File: config.mk
export PLATFORM = sky130hd
export DESIGN_NAME = clk_sel_ctrl
export DESIGN_NICKNAME = d
export VERILOG_FILES = /design/src/rtl/clk_sel_ctrl.sv
export SDC_FILE = /design/constraint.sdc
export NUM_CORES = 1
export LEC_CHECK = 0
export CORE_MARGIN = 4
export CORE_UTILIZATION = 30
export DETAILED_ROUTE_END_ITERATION = 12
export PLACE_DENSITY_LB_ADDON = 0.1
export SYNTH_ARGS = -nofsm -noshare
export SYNTH_HDL_FRONTEND = slang
export SYNTH_SLANG_ARGS = --single-unit
File: constraint.sdc
create_clock -name clk -period 2.9 [get_ports clk]
set_input_delay 0.58 -clock clk [delete_from_list [all_inputs] [get_ports clk]]
set_output_delay 0.58 -clock clk [all_outputs]
set_load 0.1 [all_outputs]
File: src/rtl/clk_sel_ctrl.sv
// Break-before-make controller for an N-channel gated clock mux: drop all enables, wait dead time, raise new enable.
// Optional ack-feedback handshake with timeout is compiled in with `define CLKSEL_ACK_SYNC_EN.
module clk_sel_ctrl #(
  parameter int N_CH        = 4,
  parameter int SEL_W       = 2,
  parameter int RST_CH      = 0,
  parameter int DEAD_CYC    = 2,
  parameter int SYNC_STAGES = 2,
  parameter int TO_CYC      = 255
) (
  input  logic             clk,
  input  logic             rst_n,
  input  logic [SEL_W-1:0] sel_req,
  input  logic             req_valid,
  output logic             req_ready,
  output logic [N_CH-1:0]  en,
  output logic [SEL_W-1:0] cur_sel,
  output logic             busy,
  output logic             err,
  input  logic [N_CH-1:0]  ack_in
);

  localparam logic [SEL_W:0]   N_CH_W    = (SEL_W+1)'(N_CH);
  localparam logic [SEL_W-1:0] RST_SEL   = SEL_W'(RST_CH);
  localparam logic [N_CH-1:0]  RST_EN    = N_CH'(1) << RST_CH;
  localparam logic [7:0]       DEAD_LAST = 8'(DEAD_CYC);

  typedef enum logic [1:0] {IDLE, BREAK_WAIT, DEAD, MAKE_WAIT} state_t;

  state_t           state_q, state_d;
  logic [N_CH-1:0]  en_q, en_d;
  logic [SEL_W-1:0] cur_q, cur_d;
  logic [SEL_W-1:0] tgt_q, tgt_d;
  logic [7:0]       cnt_q, cnt_d;
  logic             err_q, err_d;
  logic             legal;

  function automatic logic [N_CH-1:0] onehot(input logic [SEL_W-1:0] sel);
    return {{(N_CH-1){1'b0}}, 1'b1} << sel;
  endfunction

  assign legal = {1'b0, sel_req} < N_CH_W;

`ifdef CLKSEL_ACK_SYNC_EN
  localparam int             TO_W    = $clog2(TO_CYC + 1);
  localparam logic [TO_W-1:0] TO_LAST = TO_W'(TO_CYC - 1);

  logic [N_CH-1:0] sync_q [SYNC_STAGES];
  logic [N_CH-1:0] ack_s;
  logic [TO_W-1:0] to_q, to_d;
  logic            ack_cur, ack_tgt;

  // Synchroniser idles as if the reset channel's gate is already open.
  always_ff @(posedge clk or negedge rst_n) begin
    if (!rst_n) begin
      for (int i = 0; i < SYNC_STAGES; i++) sync_q[i] <= RST_EN;
    end else begin
      sync_q[0] <= ack_in;
      for (int i = 1; i < SYNC_STAGES; i++) sync_q[i] <= sync_q[i-1];
    end
  end

  assign ack_s   = sync_q[SYNC_STAGES-1];
  assign ack_cur = |(ack_s & onehot(cur_q));
  assign ack_tgt = |(ack_s & onehot(tgt_q));

  always_ff @(posedge clk or negedge rst_n) begin
    if (!rst_n) to_q <= '0;
    else        to_q <= to_d;
  end
`else
  logic cfg_unused;
  assign cfg_unused = ^{ack_in, SYNC_STAGES[0], TO_CYC[0]};
`endif

  always_comb begin
    state_d = state_q;
    en_d    = en_q;
    cur_d   = cur_q;
    tgt_d   = tgt_q;
    cnt_d   = cnt_q;
    err_d   = 1'b0;
`ifdef CLKSEL_ACK_SYNC_EN
    to_d    = to_q;
`endif
    case (state_q)
      IDLE: begin
        if (req_valid) begin
          if (!legal) begin
            err_d = 1'b1;
          end else if (sel_req != cur_q) begin
            tgt_d = sel_req;
            en_d  = '0;
            cnt_d = '0;
`ifdef CLKSEL_ACK_SYNC_EN
            to_d    = '0;
            state_d = BREAK_WAIT;
`else
            state_d = DEAD;
`endif
          end
        end
      end
`ifdef CLKSEL_ACK_SYNC_EN
      BREAK_WAIT: begin
        // A timeout is flagged but treated as if the gate had closed.
        if (!ack_cur || to_q == TO_LAST) begin
          err_d   = ack_cur;
          cnt_d   = '0;
          state_d = DEAD;
        end else begin
          to_d = to_q + 1'b1;
        end
      end
      MAKE_WAIT: begin
        if (ack_tgt || to_q == TO_LAST) begin
          err_d   = !ack_tgt;
          state_d = IDLE;
        end else begin
          to_d = to_q + 1'b1;
        end
      end
`endif
      DEAD: begin
        if (cnt_q == DEAD_LAST) begin
          en_d  = onehot(tgt_q);
          cur_d = tgt_q;
`ifdef CLKSEL_ACK_SYNC_EN
          to_d    = '0;
          state_d = MAKE_WAIT;
`else
          state_d = IDLE;
`endif
        end else begin
          cnt_d = cnt_q + 1'b1;
        end
      end
      default: state_d = IDLE;
    endcase
  end

  always_ff @(posedge clk or negedge rst_n) begin
    if (!rst_n) begin
      state_q <= IDLE;
      en_q    <= RST_EN;
      cur_q   <= RST_SEL;
      tgt_q   <= RST_SEL;
      cnt_q   <= '0;
      err_q   <= 1'b0;
    end else begin
      state_q <= state_d;
      en_q    <= en_d;
      cur_q   <= cur_d;
      tgt_q   <= tgt_d;
      cnt_q   <= cnt_d;
      err_q   <= err_d;
    end
  end

  assign en        = en_q;
  assign cur_sel   = cur_q;
  assign busy      = (state_q != IDLE);
  assign req_ready = (state_q == IDLE);
  assign err       = err_q;

endmodule

* After elaboration in Yosys (flattened, before gate mapping) *
Index checks and enable logic that the tools add are counted.

word-level totals
  register bits after elaboration = 18
  input bits = 9
  output and inout bits = 9
  word-level logic and storage cells = 34

cells by class
  add/subtract/negate cells = 1
  eq/ne operators = 7
  shift-type cells = 1
  muxes and demuxes = 12
  reduce and logical (&&, ||, !) cells = 8

operator list
  kind                   count
  $mux W8                3
  $pmux W8 S2            1
  $mux W4                3
  $add A8 B1 Y8 const B  1
  $eq A8 B2 Y1 const B   1
  $pmux W4 S2            1
  $reduce_and A4 Y1      2
  $mux W2                3
  $ne A2 B2 Y1 const B   3
  $reduce_and A3 Y1      2
  $pmux W2 S2            1
  $reduce_bool A2 Y1     2
  $shl A1 B2 Y4 const A  1
  $eq A2 B2 Y1 const B   1
  $logic_not A2 Y1       1
  $ne A2 B1 Y1 const B   1
  $ne A2 B2 Y1           1
  $reduce_and A2 Y1      1

* Depth between registers and ports, before layout *
Gate-level depths: netlist of run 1.

  word-level depth = 4
  mapped depth = 8
  depth with buffers taken out = 7

* Worst setup path before layout of run 1 *
Ideal clock, no wire load.

  kind = register to register
  start = reg state_q[1]
  end = reg en_q[1] (netlist: en[1])
  arrival time = 3.477 ns
  data required time = 2.772 ns
  setup slack = -0.705 ns
  cell stages (with the launch flop) = 6
  buffers on the path = 1
  period minus slack after synthesis = 3.605 ns
  cell sequence = dfrtp_1 -> clkinv_1 -> or4b_1 -> buf_4 -> o21ai_4 -> mux2_1

between the ends
  word-level cells in the longest chain between the ends = 3

ends and longest elaborated chain
  item                                                  line  source
  from (decl)                                           30    state_t state_q, state_d;
  from (signal assigned)                                151   state_q <= state_d;
  $logic_not A2 Y1 *                                    -
  named net req_ready                                   15    output logic req_ready,
  $ne A2 B1 Y1 (no line), or another cell as far along  -
  $reduce_and A4 Y1 (no line)                           -
  to (signal assigned)                                  152   en_q <= en_d;
  to (decl)                                             31    logic [N_CH-1:0] en_q, en_d;

Mark *: on every way through the listed nets, which the timed path passes. The rest lies on a longest branch.
A chain may end at the register's enable or synchronous reset.

* Final worst setup path of run 1 *
  start = reg cnt_q[0]
  end = reg en_q[2] (netlist: en[2])

between the ends
  word-level cells in the longest chain between the ends = 3

ends and longest elaborated chain
  item                         line  source
  from (decl)                  34    logic [7:0] cnt_q, cnt_d;
  from (signal assigned)       155   cnt_q <= cnt_d;
  $eq A8 B2 Y1                 125   if (cnt_q == DEAD_LAST) begin
  $ne A2 B2 Y1 (no line)       -
  $reduce_and A4 Y1 (no line)  -

Every way passes these cells.

==> results.json, run 1 <==
{
  "status": "finished clean",
  "die_y_um": 63.0,
  "antenna_found_initial": 0,
  "yosys.area.top_type": "dfrtp_1",
  "first_global_vias": 628,
  "endpoint_kind": "register",
  "drt_iter0_drc": 14,
  "h-tree-depth": 1,
  "synth_top_area_share_pct": 44.2,
  "ff2ff_path_depth": 6,
  "dieArea_um2": 3960,
  "overflow": 0,
  "drive_above_1_share_pct": 21.7,
  "cts_setup_buffers": 0,
  "synth_common_cells": "dfrtp_1, mux2_1, and3_1",
  "required_ps": 3090,
  "start_util_pct": 32.0,
  "dp_hpwl_um": 1240,
  "setup_viol": 0,
  "slew_viol_final": 0,
  "netlist_area_um2": 906,
  "hold_path_class": "reg2reg",
  "grt_pass1_wl_um": 3020,
  "yosysSeqAreaShare_pct": 47.1,
  "num_rows": 19,
  "core_region_area_um2": 2830,
  "synth.distinct_cells": 35,
  "io_buffers": 12,
  "cts_tree": "done",
  "grt_start_max_net_pins": 18,
  "relSlewSlack_pct": 45.6,
  "cp-start-kind": "register",
  "ant_nets": 0,
  "ios": 18,
  "whs_ps": 479,
  "fin_tns_setup_ps": 0,
  "syn_nets": 91,
  "drt_pass1_iterations": 4,
  "ys_warn_count": 0,
  "synthArstFlopShare_pct": 100,
  "worst_pin_slew_ps": 813,
  "max_freq_mhz": 415,
  "dr_total_vias": 637,
  "crit_type": "reg2reg",
  "syn_avg_cell_area_um2": 11.3,
  "grtUsageTotal_pct": 9.73,
  "syn_to_final_growth_pct": 15.3,
  "finalHoldViolCount": 0,
  "synth_area_leaders": "dfrtp_1, mux2_1, o21ai_4, and3_1, dfstp_2",
  "clk_pin_slew_worst_paths_ps": 110,
  "finalCriticalPeriod_ps": 2410,
  "synth_edf_count": 0,
  "yosys_most_used_dff": "dfrtp_1",
  "clock_path_buffers": 2,
  "clock_skew_ps": 3.93,
  "cp_max_fo": 6,
  "drv_cap": 0,
  "cts-root-buf": "clkbuf_4",
  "avgRoutedWirePerCell_um": 14.0,
  "arrival_ps": 2600,
  "fin_crit_sh_pct": 83.0,
  "antennaDiodeCount": 0,
  "die_x_um": 63.0,
  "clock_latency_ps": 300,
  "postCtsHoldBufs": 0,
  "p_leak_nw": 0.503,
  "peakVddDrop_uv": 515,
  "power.density_nw_per_um2": 1200,
  "ys_ff_latch": 17,
  "numCtsBuffers": 3,
  "drcViolationCount": 0,
  "cts_sinks": 17,
  "synthCells": 80,
  "final_nets": 104,
  "rsz0062_at_grt": "false",
  "finalPower_w": 0.00126,
  "cts_resized": 0,
  "gp_congestion": 0.714,
  "yosysMostFrequentCell": "dfrtp_1",
  "wirelength_um": 1720,
  "via_per_inst": 5.18,
  "hold_depth": 2
}
-- cells by family after synthesis --
logic type	share of synthesized area (%)
flops	47.1
compound gates	16.7
buf+inv	4.97
simple gates	16.3
other cells	0.414
fa+ha+maj	2.76
mux	9.81
xor+xnor	1.93
-- worst paths after layout --
path                                       from                     end  slack (ps)
min reg2reg                   en[0]$_DFFE_PN1P_       en[0]$_DFFE_PN1P_         480
min                           en[0]$_DFFE_PN1P_       en[0]$_DFFE_PN1P_         480
max reg2reg                cnt_q[0]$_DFFE_PN0P_       en[2]$_DFFE_PN0P_         490
max in group asynchronous                 rst_n  state_q[1]$_DFFE_PN0P_        1620
max                        cnt_q[0]$_DFFE_PN0P_       en[2]$_DFFE_PN0P_         490
min in group asynchronous                 rst_n    cnt_q[1]$_DFFE_PN0P_         730
-- sequential cells by signal, summed over array words and instances, names as in the netlist --
register and flops:
cnt_q 8, en 4, cur_sel 2, tgt_q 2
state_q 1
-- report_power, final --
part           internal (W)  leakage [nW]  switching [W]  total [W]
Sequential         0.000330         0.211       0.000122   0.000452
Clock             0.0000515        0.0177      0.0000844   0.000136
Combinational      0.000206         0.274       0.000464   0.000670
Total              0.000588         0.503       0.000671    0.00126
-- through the flow --
stage | cells | utilization (%) | setup slack (ps) | cell area [µm²]
after floorplan | 80 | - | 273 | 908
after global placement | 119 | 36.0 | 495 | 1020
after detailed placement | 119 | 36.0 | 491 | 1020
after CTS | 123 | 36.9 | 484 | 1040
after global routing | 123 | 36.9 | 416 | 1040
final | 123 | 36.9 | 493 | 1040
-- area by class of cell --
| cell class | count | area, µm² |
|---|---|---|
| fillers | 296 | 1780 |
| repair buffers | 12 | 100 |
| well taps | 31 | 38.8 |
| clock inverters | 1 | 5.00 |
| multi-input cells | 55 | 434 |
| inverters | 4 | 16.3 |
| flip-flops and latches | 17 | 428 |
| clock buffers | 3 | 22.5 |
-- placed cells by master (no fill, tap or decap), drive strengths merged, types with 2 or more instances in the layout --
master / synthesis / layout
a211o: 3 / 3
and3: 5 / 5
buf: 3 / 8
clkbuf: 1 / 3
clkdlybuf4s50: 0 / 4
clkinv: 1 / 2
dfrtp: 16 / 16
ha: 2 / 2
inv: 3 / 3
mux2: 7 / 7
nand2: 3 / 3
nand3: 4 / 4
nor2: 3 / 3
nor3: 3 / 3
nor3b: 3 / 3
o211ai: 2 / 2
o21ai: 5 / 5
or4b: 2 / 2
xor2: 2 / 2
-- per-layer routing --
metal	track usage, %	wire length (µm)
met1	13.3	860
met2	13.7	748
met3	2.34	66
met4	5.79	41
met5	0	0
-- worst max-delay path, cell delays in order (launching register included) --
cell,delay [ps]
dfrtp_1,430
inv_1,100
ha_1,140
or4b_4,460
or4b_1,670
o21ai_4,160
mux2_1,330
Power figures use the tool's default switching activity.
==> run 2: changes to the inputs <==
- clock period: 2.9 -> 2.46 ns (I/O delays scaled with it)
==> run 2 against run 1 <==
Against the previous run:
- non-clock buffer count up 5
- die area unchanged
- setup slack lost 320 ps
- register-to-register slack worse by 320 ps
- clock power up 12%
- critical path type unchanged
==> results.json, run 2 (synthesis results as in run 1) <==
{
  "io_buffers": 12,
  "ant_nets": 0,
  "h-tree-depth": 1,
  "final_cell_mix": "dfrtp_1, buf_4, mux2_1",
  "peakVddDrop_uv": 663,
  "rsz0062_at_grt": "false",
  "core_region_area_um2": 2830,
  "postCtsHoldBufs": 0,
  "clock_skew_ps": 0.436,
  "worst_pin_slew_ps": 617,
  "crit_path_max_incr_delay_ps": 560,
  "die_x_um": 63.0,
  "drt_pass1_iterations": 3,
  "final_nets": 109,
  "largest_register_ffs": 8,
  "crit_type": "reg2reg",
  "cp_max_fo": 5,
  "ios": 18,
  "relSlewSlack_pct": 58.4,
  "fin_crit_sh_pct": 92.8,
  "p_leak_nw": 0.527,
  "arrival_ps": 2500,
  "highest_layer": "met4",
  "drcViolationCount": 0,
  "clock_latency_ps": 290,
  "power.density_nw_per_um2": 1410,
  "antenna_found_initial": 0,
  "cts-root-buf": "clkbuf_4",
  "endpoint_kind": "register",
  "dr_total_vias": 648,
  "dr_wl_met3_um": 52,
  "status": "finished clean",
  "wirelength_um": 1800,
  "cts_sinks": 17,
  "slew_viol_final": 0,
  "drv_cap": 0,
  "antennaDiodeCount": 0,
  "gp_congestion": 0.686,
  "grtUsageTotal_pct": 10.3,
  "drt_iter0_drc": 14,
  "start_util_pct": 32.0,
  "hold_path_class": "reg2reg",
  "dp_hpwl_um": 1370,
  "setup_viol": 0,
  "first_global_vias": 645,
  "cts_tree": "done",
  "clock_path_buffers": 2,
  "grt_pass1_wl_um": 3190,
  "layout.cells.non_filler": 128,
  "cpMostUsedCell": "or4b_4",
  "final_common_cell": "dfrtp_1",
  "overflow": 0,
  "syn_to_final_growth_pct": 20.3,
  "via_per_inst": 5.06,
  "met1_length_um": 916,
  "top_register": "cnt_q",
  "placed_area_um2": 1060,
  "numCtsBuffers": 3,
  "avgRoutedWirePerCell_um": 14.0,
  "grt_start_max_net_pins": 16,
  "required_ps": 2680,
  "fin_tns_setup_ps": 0,
  "dp.cells": 124,
  "dr_wl_met2_um": 810,
  "dieArea_um2": 3960,
  "cp_slowest_cell": "or4b_4",
  "drive_above_1_share_pct": 26.8,
  "finalHoldViolCount": 0,
  "clk_pin_slew_worst_paths_ps": 100,
  "max_freq_mhz": 438,
  "cp-start-kind": "register",
  "num_rows": 19,
  "finalCriticalPeriod_ps": 2280,
  "fin_area_um2": 1090,
  "path_cells": "inv_1 -> ha_1 -> or4b_4 -> or4b_4 -> buf_4 -> o21ai_4 -> inv_2 -> a31oi_1",
  "die_y_um": 63.0
}
[run 2: layout make-up]
type | count | area [µm²]
clock inverter | 1 | 5.00
multi-input combinational | 55 | 438
fill | 286 | 1740
inverter | 4 | 20.0
sequential | 17 | 428
timing repair buffer | 17 | 138
clock buffer | 3 | 22.5
tap | 31 | 38.8
[run 2: power by group]
group | total (W) | leakage [nW] | switching (W) | internal, W
Combinational | 0.000885 | 0.299 | 0.000605 | 0.000280
Sequential | 0.000495 | 0.211 | 0.000105 | 0.000390
Clock | 0.000152 | 0.0177 | 0.0000915 | 0.0000604
Total | 0.00153 | 0.527 | 0.000802 | 0.000731
[run 2: repair_timing]
action	4_1_cts	5_1_grt
setup endpoints to repair	0	3
endpoints found under the hold margin	0	0
buffers inserted	0	0
gates resized for setup	0	1
[run 2: final timing paths]
path                       cells after the start                  from  slack, ps                   end
max reg2reg                                    8  cnt_q[0]$_DFFE_PN0P_        180  cnt_q[5]$_DFFE_PN0P_
min                                            1     en[2]$_DFFE_PN0P_        490     en[2]$_DFFE_PN0P_
max                                            8  cnt_q[0]$_DFFE_PN0P_        180  cnt_q[5]$_DFFE_PN0P_
min reg2reg                                    1     en[2]$_DFFE_PN0P_        490     en[2]$_DFFE_PN0P_
min in group asynchronous                      1                 rst_n        520  cnt_q[7]$_DFFE_PN0P_
max in group asynchronous                      2                 rst_n       1370     en[0]$_DFFE_PN1P_
[run 2: layer usage]
metal  vias up  global-route usage (%)
li1        327                       -
met1       310                    14.3
met2         9                    14.9
met3         2                    2.88
met4         0                    4.13
met5         -                       0
[run 2: through the flow]
| step | utilization (%) | total power [W] | setup slack (ps) | hold WS, ps |
|---|---|---|---|---|
| finish | 38.5 | 0.00153 | 176 | 492 |
| CTS | 38.4 | 0.00154 | 45.8 | 499 |
| floorplan | - | 0.00119 | 39.4 | 196 |
| global placement | 37.4 | 0.00138 | 75.4 | 464 |
| global route | 38.5 | 0.00163 | 88.7 | 515 |
| detailed placement | 37.4 | 0.00138 | 60.9 | 476 |
[run 2: critical path: cells and delay by family, from the launching register on]
family / cells / cell delay [ps]
compound gates: 2 / 250
fa+ha+maj: 1 / 140
buf+inv: 3 / 360
flops: 1 / 430
simple gates: 2 / 1020
==> run 3: changes to the inputs <==
- REMOVE_ABC_BUFFERS: default -> 1
==> run 3 against run 2 <==
Against the previous run:
- critical path depth is the same
- critical path type unchanged
- global-route usage up 0.37 points
- clock power grew 5%
- first-iteration DRC count shrank 71%
- sequential share of layout area hardly changed
==> results.json, run 3 (synthesis results as in run 1) <==
{
  "status": "finished clean",
  "endpoint_kind": "register",
  "fin_area_um2": 1090,
  "arrival_ps": 2520,
  "cp-start-kind": "register",
  "io_buffers": 12,
  "clock_skew_ps": 8.70,
  "fin_crit_sh_pct": 93.2,
  "dp_hpwl_um": 1370,
  "required_ps": 2680,
  "cts_tree": "done",
  "placed_area_um2": 1060,
  "dp.cells": 125,
  "avgRoutedWirePerCell_um": 14.4,
  "finalHoldViolCount": 0,
  "die_x_um": 63.0,
  "numCtsBuffers": 3,
  "postCtsHoldBufs": 0,
  "antennaDiodeCount": 0,
  "worst_pin_slew_ps": 566,
  "fin_tns_setup_ps": 0,
  "finalCriticalPeriod_ps": 2290,
  "reg2reg_setup_slack_ps": 170,
  "final_cell_mix": "dfrtp_1, buf_4, mux2_1",
  "grtUsageTotal_pct": 10.7,
  "syn_to_final_growth_pct": 20.0,
  "clock_latency_ps": 300,
  "num_rows": 19,
  "clk_pin_slew_worst_paths_ps": 120,
  "die_y_um": 63.0,
  "cts-root-buf": "clkbuf_4",
  "peakVddDrop_uv": 651,
  "dieArea_um2": 3960,
  "p_leak_nw": 0.528,
  "top_register": "cnt_q",
  "grt_pass1_wl_um": 3310,
  "dr_total_vias": 672,
  "crit_type": "reg2reg",
  "ios": 18,
  "cp_max_fo": 5,
  "cts_setup_buffers": 0,
  "hold_path_class": "reg2reg",
  "via_per_inst": 5.21,
  "drt_iter0_drc": 4,
  "h-tree-depth": 1,
  "antenna_found_initial": 0,
  "setup_viol": 0,
  "gp_congestion": 0.694,
  "ant_nets": 0,
  "cts_resized": 0,
  "first_global_vias": 702,
  "start_util_pct": 32.0,
  "wirelength_um": 1850,
  "layout.cells.non_filler": 129,
  "drv_cap": 0,
  "core_region_area_um2": 2830,
  "final_nets": 110,
  "largest_register_ffs": 8,
  "cts_sinks": 17,
  "max_freq_mhz": 436,
  "drcViolationCount": 0,
  "overflow": 0,
  "final_common_cell": "dfrtp_1",
  "grt_start_max_net_pins": 18,
  "rsz0062_at_grt": "false",
  "power.density_nw_per_um2": 1420,
  "slew_viol_final": 0,
  "relSlewSlack_pct": 61.9,
  "drive_above_1_share_pct": 24.5,
  "drt_pass1_iterations": 4,
  "clock_path_buffers": 2
}
==> run 3: changes by cell type in the layout (fill, tap and decap cells not counted), sizes merged <==
cell	delta
buf	+1
==> run 3: metrics by stage <==
step                power, W  hold slack [ps]  utilization (%)  setup WS (ps)
floorplan            0.00115              196                -          -1390
global placement     0.00139              468             37.5            165
detailed placement   0.00140              475             37.5            160
CTS                  0.00156              494             38.4            142
global route         0.00165              517             38.4           2.96
finish               0.00154              487             38.4            167
==> run 3: path summary, 6_finish.rpt <==
kind | from | to | cells after the start
min | en[0]$_DFFE_PN1P_ | en[0]$_DFFE_PN1P_ | 2
min reg2reg | en[0]$_DFFE_PN1P_ | en[0]$_DFFE_PN1P_ | 2
max | cnt_q[0]$_DFFE_PN0P_ | cnt_q[5]$_DFFE_PN0P_ | 8
max in group asynchronous | rst_n | en[0]$_DFFE_PN1P_ | 2
min in group asynchronous | rst_n | cnt_q[4]$_DFFE_PN0P_ | 2
max reg2reg | cnt_q[0]$_DFFE_PN0P_ | cnt_q[5]$_DFFE_PN0P_ | 8
==> run 3: power by group <==
group / internal [W] / leakage [nW] / total [W] / switching, W
Sequential: 0.000389 / 0.211 / 0.000484 / 0.0000946
Clock: 0.0000606 / 0.0177 / 0.000160 / 0.0000995
Combinational: 0.000285 / 0.299 / 0.000897 / 0.000612
==> run 3: cell type report <==
cell class                      instances  area, µm²
Clock buffer                            3       22.5
Clock inverter                          1       5.00
Fill cell                             292       1740
Inverter                                4       15.0
Multi-Input combinational cell         55        434
Sequential cell                        17        427
Tap cell                               31       38.8
Timing Repair Buffer                   18        145
==> run 3: worst max-delay path, cell delays in order, from the launching register on <==
cell and delay [ps]:
dfrtp_1 390, inv_1 90, ha_1 160, or4b_4 460, or4b_1 580, buf_4 210, o21ai_4 100, inv_2 80
a31oi_1 150
==> run 3: layer usage <==
layer  wire length, µm  GRT usage, %
met1               935          14.2
met2               842          15.8
met3                64          2.70
met4                10          5.51
met5                 0             0
